==> src/rtl/ioread_ctrl.sv <==
// ----------------------------------------------------------------------------
// ioread_ctrl
//
// Serves CPU IO reads from N_CH switch channels. A request (ior) selects one
// channel with a one-hot ch_sel; the read completes only when the operator
// presses the enter button (synchronised and debounced here). The captured
// channel value is held on ioread_data and isIOReadOK stays high until the
// requester drops ior.
//
// Optional feature macro: IOREAD_TIMEOUT_EN
//   When defined, a WAIT that sees no press for TIMEOUT_CYC cycles completes
//   with ioread_data = 0 and timeout = 1. When undefined, WAIT waits forever
//   and timeout is tied low.
//
// Ports:
//   clk          in   1            CPU clock, rising edge
//   reset        in   1            synchronous active-high reset
//   ior          in   1            read request, held until isIOReadOK seen
//   ch_sel       in   N_CH         one-hot channel select (bit j = slice j)
//   sw_in        in   N_CH*DATA_W  raw switch bus, channel 0 is the MS slice
//   enter        in   1            raw asynchronous enter button
//   ioread_data  out  DATA_W       captured channel value (registered)
//   isIOReadOK   out  1            read complete
//   busy         out  1            waiting for a press
//   sel_err      out  1            ch_sel was not one-hot at request
//   timeout      out  1            read ended by timeout (feature only)
//
// State table:
//   S_IDLE | no read in progress, waiting for ior
//   S_WAIT | request accepted, waiting for a debounced press
//   S_DONE | data captured, isIOReadOK held until ior falls
//   S_ERR  | ch_sel was not one-hot, sel_err held until ior falls
// ----------------------------------------------------------------------------
module ioread_ctrl #(
    parameter int DATA_W       = 8,
    parameter int N_CH         = 2,
    parameter int DEBOUNCE_CYC = 20000,
    parameter int TIMEOUT_CYC  = 1000000
) (
    input  logic                     clk,
    input  logic                     reset,
    input  logic                     ior,
    input  logic [N_CH-1:0]          ch_sel,
    input  logic [N_CH*DATA_W-1:0]   sw_in,
    input  logic                     enter,
    output logic [DATA_W-1:0]        ioread_data,
    output logic                     isIOReadOK,
    output logic                     busy,
    output logic                     sel_err,
    output logic                     timeout
);

    localparam int IDX_W = (N_CH > 1) ? $clog2(N_CH) : 1;
    localparam int DB_W  = $clog2(DEBOUNCE_CYC + 1);
    localparam logic [DB_W-1:0] DB_LAST = DB_W'(DEBOUNCE_CYC - 1);

    typedef enum logic [1:0] {
        S_IDLE = 2'd0,
        S_WAIT = 2'd1,
        S_DONE = 2'd2,
        S_ERR  = 2'd3
    } state_t;

    state_t state, state_nxt;

    // ------------------------------------------------------------------
    // enter synchroniser
    // ------------------------------------------------------------------
    logic enter_s1, enter_s2;

    always_ff @(posedge clk) begin
        if (reset) begin
            enter_s1 <= 1'b0;
            enter_s2 <= 1'b0;
        end else begin
            enter_s1 <= enter;
            enter_s2 <= enter_s1;
        end
    end

    // ------------------------------------------------------------------
    // Debouncer. The level flips on the edge where the counter would reach
    // DEBOUNCE_CYC; press is registered on that same edge so it is high
    // for exactly the cycle after the flip.
    // ------------------------------------------------------------------
    logic [DB_W-1:0] db_cnt;
    logic            db_level;
    logic            press;

    always_ff @(posedge clk) begin
        if (reset) begin
            db_cnt   <= '0;
            db_level <= 1'b0;
            press    <= 1'b0;
        end else begin
            press <= 1'b0;
            if (enter_s2 == db_level) begin
                db_cnt <= '0;
            end else if (db_cnt == DB_LAST) begin
                db_cnt   <= '0;
                db_level <= enter_s2;
                press    <= enter_s2;
            end else begin
                db_cnt <= db_cnt + DB_W'(1);
            end
        end
    end

    // ------------------------------------------------------------------
    // Channel select decode and slice mux
    // ------------------------------------------------------------------
    logic              sel_onehot;
    logic [IDX_W-1:0]  sel_idx;
    logic [IDX_W-1:0]  ch_idx;
    logic [DATA_W-1:0] ch_slice;

    always_comb begin
        sel_onehot = $onehot(ch_sel);
        sel_idx    = '0;
        for (int j = 0; j < N_CH; j++) begin
            if (ch_sel[j]) sel_idx = IDX_W'(j);
        end
    end

    // ch_sel bit j picks sw_in slice j, so the MSB of ch_sel picks channel 0.
    always_comb begin
        ch_slice = '0;
        for (int j = 0; j < N_CH; j++) begin
            if (ch_idx == IDX_W'(j)) ch_slice = sw_in[j*DATA_W +: DATA_W];
        end
    end

    // ------------------------------------------------------------------
    // WAIT timeout
    // ------------------------------------------------------------------
    logic to_hit;

`ifdef IOREAD_TIMEOUT_EN
    localparam int TO_W = $clog2(TIMEOUT_CYC + 1);
    localparam logic [TO_W-1:0] TO_LAST = TO_W'(TIMEOUT_CYC - 1);

    logic [TO_W-1:0] wait_cnt;
    logic            to_flag;

    // Held at zero outside WAIT, so it starts from zero on every entry.
    always_ff @(posedge clk) begin
        if (reset || state != S_WAIT) begin
            wait_cnt <= '0;
        end else begin
            wait_cnt <= wait_cnt + TO_W'(1);
        end
    end

    assign to_hit = (state == S_WAIT) && (wait_cnt == TO_LAST);

    always_ff @(posedge clk) begin
        if (reset) begin
            to_flag <= 1'b0;
        end else if (state == S_WAIT && ior) begin
            to_flag <= !press && to_hit;
        end else if (state == S_DONE && !ior) begin
            to_flag <= 1'b0;
        end
    end
`else
    assign to_hit = 1'b0;
`endif

    // ------------------------------------------------------------------
    // FSM: state register
    // ------------------------------------------------------------------
    always_ff @(posedge clk) begin
        if (reset) begin
            state <= S_IDLE;
        end else begin
            state <= state_nxt;
        end
    end

    // ------------------------------------------------------------------
    // FSM: next state. Abort beats press, press beats timeout.
    // ------------------------------------------------------------------
    always_comb begin
        state_nxt = state;
        case (state)
            S_IDLE: begin
                if (ior) state_nxt = sel_onehot ? S_WAIT : S_ERR;
            end
            S_WAIT: begin
                if (!ior)        state_nxt = S_IDLE;
                else if (press)  state_nxt = S_DONE;
                else if (to_hit) state_nxt = S_DONE;
            end
            S_DONE: begin
                if (!ior) state_nxt = S_IDLE;
            end
            S_ERR: begin
                if (!ior) state_nxt = S_IDLE;
            end
            default: state_nxt = S_IDLE;
        endcase
    end

    // ------------------------------------------------------------------
    // FSM: outputs, decoded from registers only
    // ------------------------------------------------------------------
    always_comb begin
        busy       = (state == S_WAIT);
        isIOReadOK = (state == S_DONE);
        sel_err    = (state == S_ERR);
`ifdef IOREAD_TIMEOUT_EN
        timeout    = (state == S_DONE) && to_flag;
`else
        timeout    = 1'b0;
`endif
    end

    // ------------------------------------------------------------------
    // Channel index latch and result register
    // ------------------------------------------------------------------
    always_ff @(posedge clk) begin
        if (reset) begin
            ch_idx      <= '0;
            ioread_data <= '0;
        end else begin
            if (state == S_IDLE && ior && sel_onehot) begin
                ch_idx <= sel_idx;
            end
            if (state == S_WAIT && ior) begin
                if (press)       ioread_data <= ch_slice;
                else if (to_hit) ioread_data <= '0;
            end
        end
    end

endmodule

==> config.mk <==
export PLATFORM = sky130hd
export DESIGN_NAME = ioread_ctrl
export DESIGN_NICKNAME = d
export VERILOG_FILES = /design/src/rtl/ioread_ctrl.sv
export SDC_FILE = /design/constraint.sdc
export NUM_CORES = 1
export LEC_CHECK = 0
export BUFFER_PORTS_ARGS = -buffer_cell sky130_fd_sc_hd__buf_2
export CAP_MARGIN = 20
export CORE_MARGIN = 2
export CORE_UTILIZATION = 39
export CTS_CLUSTER_SIZE = 8
export DETAILED_ROUTE_END_ITERATION = 8
export HOLD_SLACK_MARGIN = 0.03
export PLACE_DENSITY = 0.67
export SLEW_MARGIN = 15
export SYNTH_ARGS = -nofsm -noshare
export SYNTH_HDL_FRONTEND = slang
export SYNTH_SLANG_ARGS = --single-unit
export TNS_END_PERCENT = 20
==> constraint.sdc <==
create_clock -name clk -period 4.25 [get_ports clk]
set_clock_uncertainty 0.2 [all_clocks]
set_input_delay 0.6375 -clock clk [delete_from_list [all_inputs] [get_ports clk]]
set_output_delay 0.6375 -clock clk [all_outputs]
set_load 0.1 [all_outputs]
==> impl_results.md, run 1 <==
* Result of the run: finished, final reports clean
* Effective utilization at floorplan at 40.34%
* RSZ-0062 raised after global routing: false
* Cts bufs inserted at 5
* Routed wirelength normalized by instance count at 11.24 microns
* Ant. Diodes at 0
* Net count reported at finish at 197
* Core region area at 3337 sq um
* HPWL reported at the end of detailed placement at 1.837 mm
* I/O pin count at 34
* Total vias in the final route at 1,080
* Total setup buffers inserted after CTS at 0
* Crit-path max cell delay at 460 ps
* CTS Hold Bufs at 0
* Netlist Area Pre-Place at 1346 sq um
* Static Leak at 0.6161 nW
* Number of enable-type register cells in the synthesized netlist at 0
* Worst VDD drop at 185.6 uV
* # setup viols final at 0
* Combined buffer and inverter count along the critical path at 1
* Net switching power at 0.0001252 W
* Port-buffer cells at 32
* Clock tree from TritonCTS: done
* Antenna violations before repair at 0
* Category of cells accounting for the largest share of critical-path delay: flip-flops
* Final Hold Viols at 0
* Setup crit end kind: output pin
* Max clock buf depth at 2
* Average size of a mapped cell at 9.481 sq um
* Standard-cell row count at 21
* Setup Crit Path Kind: register to output pin
* Die width at 62.76 microns
* 1st-pass router iterations at 4
* Worst-Margin Slew at 584.8 ps
* Top cell type by total area after synthesis: sky130_fd_sc_hd__dfxtp_1
* Warnings, synthesis at 0
* Non-filler instance count after layout at 221
* DRC at 0
* Power Total at 0.0005389 W
* Comb power frac at 8.0%
* Most common cell in the synthesized netlist: sky130_fd_sc_hd__dfxtp_1
* Most numerous cell types in the synthesized netlist: sky130_fd_sc_hd__dfxtp_1, sky130_fd_sc_hd__nor2_1, sky130_fd_sc_hd__mux2i_1
* Via-per-instance ratio at 4.887
* Count of placed standard cells including taps at 213
* Clock transition at the register clock pins on the worst setup and hold paths after CTS at 100 ps
* Worst max-slew margin expressed relative to the limit at 61.01%
* Final worst-path cycle share at 52.48%
* Arrival time at the worst endpoint at 1390 ps
* GR Overflow Total at 0
* Fraction of synthesis flops using an asynchronous set or reset pin at 0%
* Synthesized instance count at 142
* Count of fill cells added during filler insertion at 326
* Highest achievable clock rate at 448.3 MHz
* Vias in the first global route at 1,077
* Number of distinct library cells after synthesis at 35
* Pin count of the biggest net entering global routing at 17
* Die Area at 3938 sq um
* CP Data Required Time at 3410 ps
* Root Driver: sky130_fd_sc_hd__clkbuf_4
* Overall fraction of global-route tracks in use at 14.09%
* CTS Sinks at 30
* Number of H-tree levels at 2
* Share of the yosys chip area belonging to registers at 44.61%
* Max-cap viol count at 0
* Post-cts sizing count at 0
* Most instantiated flip-flop cell in the synthesis netlist: sky130_fd_sc_hd__dfxtp_1
* Post-synth net total at 165
* Routability congestion estimate from global placement at 0.7628
* Global-route wire length before repair at 4.374 mm
* Antenna Nets Post-Route at 0
* Power density over cell area at 339.4 nW/um^2
* Largest fanout on the critical path at 6
* Setup TNS at 0 ps
* Final critical path time including I/O delays and setup at 2231 ps
* Seq pwr share at 53.7%
* Area growth from synthesis to layout at 17.94%
* Setup slack on the worst flop-to-flop path at 2420 ps
* Share of cells above drive strength 1 at 28.00%
* Total length of routed wires at 2.485 mm
* Area fraction of the dominant cell type after synthesis at 44.61%
* Fraction of power spent switching nets at 23.24%
* Latest clock arrival within the worst-skew pair at 320 ps
* Chip height at 62.76 microns
* Chain of cells forming the critical path: and2b_2 -> buf_2
* Clock network fraction of total power at 38.4%
* Starting DRC count in detailed routing at 46
* Cell types occupying the most area after synthesis: sky130_fd_sc_hd__dfxtp_1, sky130_fd_sc_hd__nor2_1, sky130_fd_sc_hd__mux2i_1, sky130_fd_sc_hd__xor2_1, sky130_fd_sc_hd__xnor2_1
* Slowest cell on the critical path: sky130_fd_sc_hd__dfxtp_1
* Number of slew-limit violations in the final report at 0
* Kind of start point of the critical path: register
* Path type of the worst min-delay path: register to register
* Cell-internal power at 0.0004137 W
* FF+latch count, synth at 30
==> path summary, 6_finish.rpt <==
path              from         end  cells past startpoint
min           enter_s1    enter_s2                      1
max           state[1]  isIOReadOK                      2
min reg2reg   enter_s1    enter_s2                      1
max reg2reg  db_cnt[0]  db_cnt[10]                      5
==> logic make-up (layout without fill, tap and decap cells) <==
| group | after synthesis | after routing | share of synthesized area, % |
|---|---|---|---|
| other | 1 | 1 | 0.2785 |
| and+or+nand+nor | 64 | 64 | 25.65 |
| AOI/OAI and AO/OA | 12 | 12 | 7.155 |
| buffers and inverters | 10 | 43 | 4.925 |
| muxes | 9 | 9 | 6.692 |
| adders and majority gates | 1 | 1 | 0.9292 |
| DFF | 30 | 30 | 44.61 |
| xor gates and xnor gates | 15 | 15 | 9.759 |
==> layout make-up <==
type | instances | area, sq um | share of cell area, %
Tap cell | 46 | 57.56 | 3.625
Sequential cell | 30 | 600.6 | 37.83
Clock buffer | 8 | 78.83 | 4.965
Inverter | 3 | 11.26 | 0.7092
Timing Repair Buffer | 32 | 160.2 | 10.09
Multi-Input combinational cell | 102 | 679.4 | 42.79
==> metrics by stage <==
step / instance area [sq um] / setup WS (ps) / hold slack [ps] / utilization, %
after floorplan: 1346 / 2298 / 213.8 / -
after global placement: 1509 / 2396 / 219.2 / 45.22
after detailed placement: 1509 / 2354 / 230.9 / 45.22
after CTS: 1588 / 1997 / 252.2 / 47.58
after global routing: 1588 / 1934 / 266.1 / 47.58
final: 1588 / 2019 / 246.5 / 47.58
==> registers in the layout, summed over array words and instances, names as in the netlist <==
register	flops
state	2
enter_s1	1
ch_idx	1
enter_s2	1
ioread_data	8
db_cnt	15
db_level	1
press	1
==> cell usage in the layout (no fill, tap or decap), types with 4 or more instances in the layout <==
cell | Yosys | final
sky130_fd_sc_hd__clkbuf_4 | 0 | 5
sky130_fd_sc_hd__a211oi_1 | 7 | 7
sky130_fd_sc_hd__buf_2 | 2 | 32
sky130_fd_sc_hd__nor2_1 | 25 | 25
sky130_fd_sc_hd__xor2_1 | 8 | 8
sky130_fd_sc_hd__nor4_1 | 4 | 4
sky130_fd_sc_hd__xnor2_1 | 7 | 7
sky130_fd_sc_hd__nand3_1 | 8 | 8
sky130_fd_sc_hd__dfxtp_1 | 30 | 30
sky130_fd_sc_hd__nand2_1 | 4 | 4
sky130_fd_sc_hd__mux2i_1 | 9 | 9
==> per-layer routing <==
| layer | vias up | global-route usage (%) | share of wire, % |
|---|---|---|---|
| met3 | 6 | 4.865 | 3.1 |
| met5 | - | 0 | 0 |
| met2 | 17 | 24.33 | 48 |
| li1 | 562 | - | - |
| met1 | 495 | 15.43 | 46 |
| met4 | 0 | 6.667 | 2.1 |
==> power by group through the flow <==
stage               clock (W)  sequential [W]  combinational, W
floorplan                   0        0.000293         0.0000327
global placement            0        0.000295         0.0000420
detailed placement          0        0.000296         0.0000431
CTS                  0.000214        0.000289         0.0000433
global route         0.000225        0.000290         0.0000465
finish               0.000207        0.000289         0.0000429
Power figures use the tool's default switching activity.
==> inputs of run 2 (changes only) <==
Settings changed: ABC_AREA set to 1, PLACE_DENSITY 0.67 to 0.69.
Clock period 4.25 ns to 2 ns, I/O delays scaled along.
==> run 2 against run 1 <==
Net effect: via count up 18%; sequential power up 110%; synthesized area up 5.6%; critical endpoint unchanged; global-route usage is 1.3 points higher; wire length is 12% higher; power rose by 100%; worst hold slack worse by 170 ps.
==> impl_results.md, run 2 <==
* Result of the run: finished, final reports clean (unchanged)
* Max-cap viol count at 0 (unchanged)
* Most flops, register: db_cnt (unchanged)
* Synthesized instance count at 190 (was 142)
* Routability congestion estimate from global placement at 0.8138 (was 0.7628)
* Die width at 64.37 microns (was 62.76 microns)
* Power density over cell area at 631.2 nW/um^2 (was 339.4 nW/um^2)
* Ant. Diodes at 0 (unchanged)
* Area growth from synthesis to layout at 21.57% (was 17.94%)
* Clock tree from TritonCTS: done (unchanged)
* Net count reported at finish at 254 (was 197)
* Power Total at 0.001091 W (was 0.0005389 W)
* Antenna Nets Post-Route at 0 (unchanged)
* Total setup buffers inserted after CTS at 0 (unchanged)
* Latest clock arrival within the worst-skew pair at 330 ps (was 320 ps)
* Final critical path time including I/O delays and setup at 1842 ps
* Effective utilization at floorplan at 41.61% (was 40.34%)
* Most instantiated flip-flop cell in the synthesis netlist: sky130_fd_sc_hd__dfxtp_1 (unchanged)
* I/O pin count at 34 (unchanged)
* Highest achievable clock rate at 542.9 MHz
* Non-filler instance count after layout at 278 (was 221)
* Routed wirelength normalized by instance count at 10.00 microns (was 11.24 microns)
* Static Leak at 0.6902 nW (was 0.6161 nW)
* RSZ-0062 raised after global routing: false (unchanged)
* Cell types occupying the most area after synthesis: sky130_fd_sc_hd__dfxtp_1, sky130_fd_sc_hd__nor2_1, sky130_fd_sc_hd__nand2_1, sky130_fd_sc_hd__mux2_2, sky130_fd_sc_hd__inv_1 (was sky130_fd_sc_hd__dfxtp_1, sky130_fd_sc_hd__nor2_1, sky130_fd_sc_hd__mux2i_1, sky130_fd_sc_hd__xor2_1, sky130_fd_sc_hd__xnor2_1)
* Commonest cells after routing, fill and taps aside: sky130_fd_sc_hd__nor2_1, sky130_fd_sc_hd__nand2_1, sky130_fd_sc_hd__buf_2 (was sky130_fd_sc_hd__buf_2, sky130_fd_sc_hd__dfxtp_1, sky130_fd_sc_hd__nor2_1)
* GR Overflow Total at 0 (unchanged)
* Port-buffer cells at 32 (unchanged)
* CTS Hold Bufs at 5 (was 0)
* Warnings, synthesis at 0 (unchanged)
* Largest fanout on the critical path at 4 (was 6)
* Pin count of the biggest net entering global routing at 15 (was 17)
* Starting DRC count in detailed routing at 85 (was 46)
* Total vias in the final route at 1,271 (was 1,080)
* DRC at 0 (unchanged)
* Share of cells above drive strength 1 at 27.16% (was 28.00%)
* Cts bufs inserted at 5 (unchanged)
* Largest register FFs at 15 (unchanged)
* Number of enable-type register cells in the synthesized netlist at 0 (unchanged)
* Final worst-path cycle share at 92.10%
* Overall fraction of global-route tracks in use at 15.35% (was 14.09%)
* Post-synth net total at 213 (was 165)
* Setup crit end kind: output pin (unchanged)
* FF+latch count, synth at 30 (unchanged)
* Most common cell in the synthesized netlist: sky130_fd_sc_hd__nor2_1 (was sky130_fd_sc_hd__dfxtp_1)
* Top cell type by total area after synthesis: sky130_fd_sc_hd__dfxtp_1 (unchanged)
* HPWL reported at the end of detailed placement at 2.098 mm (was 1.837 mm)
* Antenna violations before repair at 0 (unchanged)
* # setup viols final at 0 (unchanged)
* CP Data Required Time at 1500 ps (was 3410 ps)
* Number of slew-limit violations in the final report at 0 (unchanged)
* CTS Sinks at 30 (unchanged)
* Share of the yosys chip area belonging to registers at 42.25% (was 44.61%)
* Average size of a mapped cell at 7.481 sq um (was 9.481 sq um)
* Post-cts sizing count at 0 (unchanged)
* Kind of start point of the critical path: register (unchanged)
* Most numerous cell types in the synthesized netlist: sky130_fd_sc_hd__nor2_1, sky130_fd_sc_hd__nand2_1, sky130_fd_sc_hd__dfxtp_1 (was sky130_fd_sc_hd__dfxtp_1, sky130_fd_sc_hd__nor2_1, sky130_fd_sc_hd__mux2i_1)
* Arrival time at the worst endpoint at 1340 ps (was 1390 ps)
* Standard-cell row count at 21 (unchanged)
* Biggest regs: db_cnt: 15 flops, ioread_data: 8 flops, state: 2 flops (unchanged)
* Number of distinct library cells after synthesis at 26 (was 35)
* Total length of routed wires at 2.780 mm (was 2.485 mm)
* Most common cell after layout, fill and taps aside: sky130_fd_sc_hd__nor2_1 (was sky130_fd_sc_hd__buf_2)
* Netlist Area Pre-Place at 1421 sq um (was 1346 sq um)
* Core region area at 3416 sq um (was 3337 sq um)
* Worst VDD drop at 379.9 uV (was 185.6 uV)
* Path type of the worst min-delay path: input pin to register (was register to register)
* Vias in the first global route at 1,200 (was 1,077)
* Setup Crit Path Kind: register to output pin (unchanged)
* Max clock buf depth at 2 (unchanged)
* Chip height at 64.37 microns (was 62.76 microns)
* Number of H-tree levels at 2 (unchanged)
* Clock transition at the register clock pins on the worst setup and hold paths after CTS at 90 ps (was 100 ps)
* Count of placed standard cells including taps at 265 (was 213)
* Root Driver: sky130_fd_sc_hd__clkbuf_4 (unchanged)
* 1st-pass router iterations at 4 (unchanged)
* Area fraction of the dominant cell type after synthesis at 42.25% (was 44.61%)
* Global-route wire length before repair at 4.899 mm (was 4.374 mm)
* Via-per-instance ratio at 4.572 (was 4.887)
* Final Hold Viols at 0 (unchanged)
* Die Area at 4144 sq um (was 3938 sq um)
* Fraction of synthesis flops using an asynchronous set or reset pin at 0% (unchanged)
==> run 2: area by class of cell <==
type | count | area [sq um]
Fill cell | 342 | 1688
Multi-Input combinational cell | 139 | 732.0
Sequential cell | 30 | 600.6
Timing Repair Buffer | 37 | 210.2
Inverter | 18 | 67.56
Tap cell | 46 | 57.56
Clock buffer | 7 | 55.05
Clock inverter | 1 | 5.005
==> run 2: worst max-delay path, stage by stage (launching register included) <==
cell                      delay (ps)
sky130_fd_sc_hd__dfxtp_1         390
sky130_fd_sc_hd__inv_1            90
sky130_fd_sc_hd__nor2_2          100
sky130_fd_sc_hd__buf_2           430
==> run 2: cells by family (layout without fill, tap and decap cells) <==
group | count (synthesis) | count (layout) | share of synthesized area [%]
xor+xnor | 5 | 5 | 3.082
compound gates | 19 | 19 | 6.778
other cells | 1 | 1 | 0.2638
fa+ha+maj | 1 | 1 | 0.8801
simple gates | 105 | 105 | 33.98
mux | 8 | 8 | 6.338
buf+inv | 21 | 63 | 6.426
flops | 30 | 30 | 42.25
==> run 2: final timing paths <==
check                           startpoint         end  slack, ps  cells after the start
worst max-delay path              state[1]  isIOReadOK        160                      3
worst min-delay path             ch_sel[0]      ch_idx         70                      4
worst max register to register   db_cnt[0]   db_cnt[1]        470                      6
worst min register to register    enter_s1    enter_s2        210                      2
==> run 2: per-stage QoR <==
| step | cell area, sq um | utilization [%] | setup TNS (ps) | setup WS [ps] | hold slack, ps |
|---|---|---|---|---|---|
| 2_1_floorplan | 1424 | - | -1036 | -129.5 | 169.1 |
| 3_3_place_gp | 1618 | 47.36 | 0 | 515.8 | 195.7 |
| 3_5_place_dp | 1618 | 47.36 | 0 | 474.8 | 195.8 |
| 4_1_cts | 1728 | 50.59 | 0 | 139.7 | 43.80 |
| 5_1_grt | 1728 | 50.59 | 0 | 40.03 | 93.98 |
| 6_report | 1728 | 50.59 | 0 | 158.1 | 73.57 |
==> run 2: power breakdown <==
part | internal (W) | switching, W
combinational | 0.0000418 | 0.0000569
sequential | 0.000603 | 0.00000666
clock | 0.000170 | 0.000212
total | 0.000815 | 0.000276
==> run 2: per-layer routing <==
layer	track usage, %	share of wire, %	up-vias	routed length [microns]
met5	0	0	-	0
met4	10.37	3.1	0	87
met3	3.169	3.1	8	85
met2	24.35	45	17	1259
met1	18.59	48	551	1348
li1	-	-	695	-
==> inputs of run 3 (changes only) <==
Settings changed: BUFFER_PORTS_ARGS -buffer_cell sky130_fd_sc_hd__buf_2 to not set, DONT_BUFFER_PORTS set to 1, PLACE_DENSITY 0.69 to 0.58.
Clock period 2 ns to 2.3 ns, I/O delays scaled along.
==> run 3 against run 2 <==
Net effect: final area fell by 5.4%; register-to-register slack improved by 95 ps; non-clock buffer count fell by 21; wire length rose by 0.54%; setup slack improved by 410 ps; flip-flop and latch count did not move; combinational power fell by 29%.
==> impl_results.md, run 3 (synthesis gave the netlist of run 2 again) <==
* Via-per-instance ratio at 4.848 (was 4.572)
* Total vias in the final route at 1,241 (was 1,271)
* Final worst-path cycle share at 75.43%
* Total length of routed wires at 2.795 mm (was 2.780 mm)
* Most flops, register: db_cnt (unchanged)
* Launching point of the worst reg2reg path: state[0] (was db_cnt[0])
* Critical Path Start: state[0] (was state[1])
* CP Data Required Time at 2310 ps (was 1500 ps)
* Effective utilization at floorplan at 41.61% (unchanged)
* Area taken by flip-flops and latches at 600.6 sq um (unchanged)
* 1st-pass router iterations at 4 (unchanged)
* Power Total at 0.0008776 W (was 0.001091 W)
* Largest register FFs at 15 (unchanged)
* Highest achievable clock rate at 576.4 MHz
* Worst VDD drop at 302.2 uV (was 379.9 uV)
* Arrival time at the worst endpoint at 1740 ps (was 1340 ps)
* Antenna violations before repair at 0 (unchanged)
* Slowest cell on the critical path: sky130_fd_sc_hd__dlygate4sd3_1 (was sky130_fd_sc_hd__buf_2)
* Root Driver: sky130_fd_sc_hd__clkbuf_4 (unchanged)
* Kind of start point of the critical path: register (unchanged)
* Global-route wire length before repair at 4.788 mm (was 4.899 mm)
* Latest clock arrival within the worst-skew pair at 320 ps (was 330 ps)
* Setup TNS at 0 ps (unchanged)
* Standard-cell row count at 21 (unchanged)
* Max-cap viol count at 0 (unchanged)
* Category of cells accounting for the largest share of critical-path delay: buffers and inverters (unchanged)
* Footprint of the multi-input gates at 732.0 sq um (unchanged)
* Power density over cell area at 536.7 nW/um^2 (was 631.2 nW/um^2)
* Area growth from synthesis to layout at 15.05% (was 21.57%)
* # setup viols final at 0 (unchanged)
* Crit-path max cell delay at 560 ps (was 430 ps)
* Result of the run: finished, final reports clean (unchanged)
* Clock transition at the register clock pins on the worst setup and hold paths after CTS at 90 ps (about the same)
* Core region area at 3416 sq um (unchanged)
* Critical hold path startpoint: reset (was ch_sel[0])
* Chip height at 64.37 microns (unchanged)
* Most common cell after layout, fill and taps aside: sky130_fd_sc_hd__nor2_1 (unchanged)
* Vias in the first global route at 1,161 (was 1,200)
* Path type of the worst min-delay path: input pin to register (unchanged)
* Commonest cells after routing, fill and taps aside: sky130_fd_sc_hd__nor2_1, sky130_fd_sc_hd__nand2_1, sky130_fd_sc_hd__dfxtp_1 (was sky130_fd_sc_hd__nor2_1, sky130_fd_sc_hd__nand2_1, sky130_fd_sc_hd__buf_2)
* Clock tree from TritonCTS: done (unchanged)
* Starting DRC count in detailed routing at 53 (was 85)
* Ant. Diodes at 0 (unchanged)
* GR Overflow Total at 0 (unchanged)
* Antenna Nets Post-Route at 0 (unchanged)
* CTS Sinks at 30 (unchanged)
* Number of H-tree levels at 2 (unchanged)
* RSZ-0062 raised after global routing: false (unchanged)
* Die width at 64.37 microns (unchanged)
* Routability congestion estimate from global placement at 0.7593 (was 0.8138)
* I/O pin count at 34 (unchanged)
* Max clock buf depth at 2 (unchanged)
* DRC at 0 (unchanged)
* Largest fanout on the critical path at 4 (unchanged)
* Routed wirelength normalized by instance count at 10.92 microns (was 10.00 microns)
* HPWL reported at the end of detailed placement at 2.096 mm (was 2.098 mm)
* Count of fill cells added during filler insertion at 350 (was 342)
* Port-buffer cells at 0 (was 32)
* Post-cts sizing count at 0 (unchanged)
* Biggest regs: db_cnt: 15 flops, ioread_data: 8 flops, state: 2 flops (unchanged)
* Combined buffer and inverter count along the critical path at 1 (was 2)
* Setup Crit Path Kind: register to register (was register to output pin)
* Setup crit end kind: register (was output pin)
* Final Hold Viols at 0 (unchanged)
* Share of cells above drive strength 1 at 19.05% (was 27.16%)
* Net count reported at finish at 233 (was 254)
* Cts bufs inserted at 5 (unchanged)
* Final critical path time including I/O delays and setup at 1735 ps
* Chain of cells forming the critical path: nor2_1 -> nand2_1 -> o21ai_0 -> a21oi_1 -> dlygate4sd3_1 (was inv_1 -> nor2_2 -> buf_2)
* Static Leak at 0.5999 nW (was 0.6902 nW)
* Overall fraction of global-route tracks in use at 14.95% (was 15.35%)
* Number of slew-limit violations in the final report at 0 (unchanged)
* Die Area at 4144 sq um (unchanged)
* Pin count of the biggest net entering global routing at 15 (unchanged)
==> run 3: path summary, 6_finish.rpt <==
kind | depth (start not counted) | slack, ps | endpoint
worst max-delay path | 5 | 570 | ch_idx
worst min-delay path | 3 | 40 | ioread_data[4]
worst max register to register | 5 | 570 | ch_idx
worst min register to register | 2 | 210 | enter_s2
==> run 3: repair_timing <==
item	CTS	global route
hold buffers	5	0
buffers inserted	0	0
endpoints found under the hold margin	6	0
setup endpoints to repair	0	0
==> run 3: layout make-up <==
cell class / instances / area share, %
Clock buffer: 7 / 2.754
Inverter: 18 / 4.132
Timing Repair Buffer: 16 / 8.110
Sequential cell: 30 / 36.73
Tap cell: 46 / 3.520
Multi-Input combinational cell: 139 / 44.76
==> run 3: per-stage QoR <==
step           area [sq um]  hold slack (ps)  util [%]  worst slack [ps]  cells
2_1_floorplan          1421            188.3         -             52.40    190
5_1_grt                1635            35.27     47.88             366.7    256
3_5_place_dp           1540            197.4     45.09             760.1    244
6_report               1635            42.71     47.88             565.2    256
3_3_place_gp           1540            197.0     45.09             823.3    244
4_1_cts                1635            32.66     47.88             545.2    256
==> run 3: per-layer routing <==
metal | part of all wire, % | global-route usage [%]
met1 | 43 | 16.67
met2 | 50 | 25.00
met3 | 5.4 | 6.866
met4 | 1.0 | 5.319
met5 | 0 | 0
==> run 3: report_power, final <==
group / switching (W) / leakage (nW) / internal, W
combinational: 0.0000443 / 0.332 / 0.0000256
clock: 0.000163 / 0.0254 / 0.000115
sequential: 0.00000596 / 0.243 / 0.000524
==> run 3: worst reg2reg max path, delay by kind of cell (launching register included) <==
kind,cells,cell delay [ps]
AO/OA/AOI/OAI,2,250
buffers and inverters,1,560
flip-flops,1,350
AND/OR/NAND/NOR,2,270
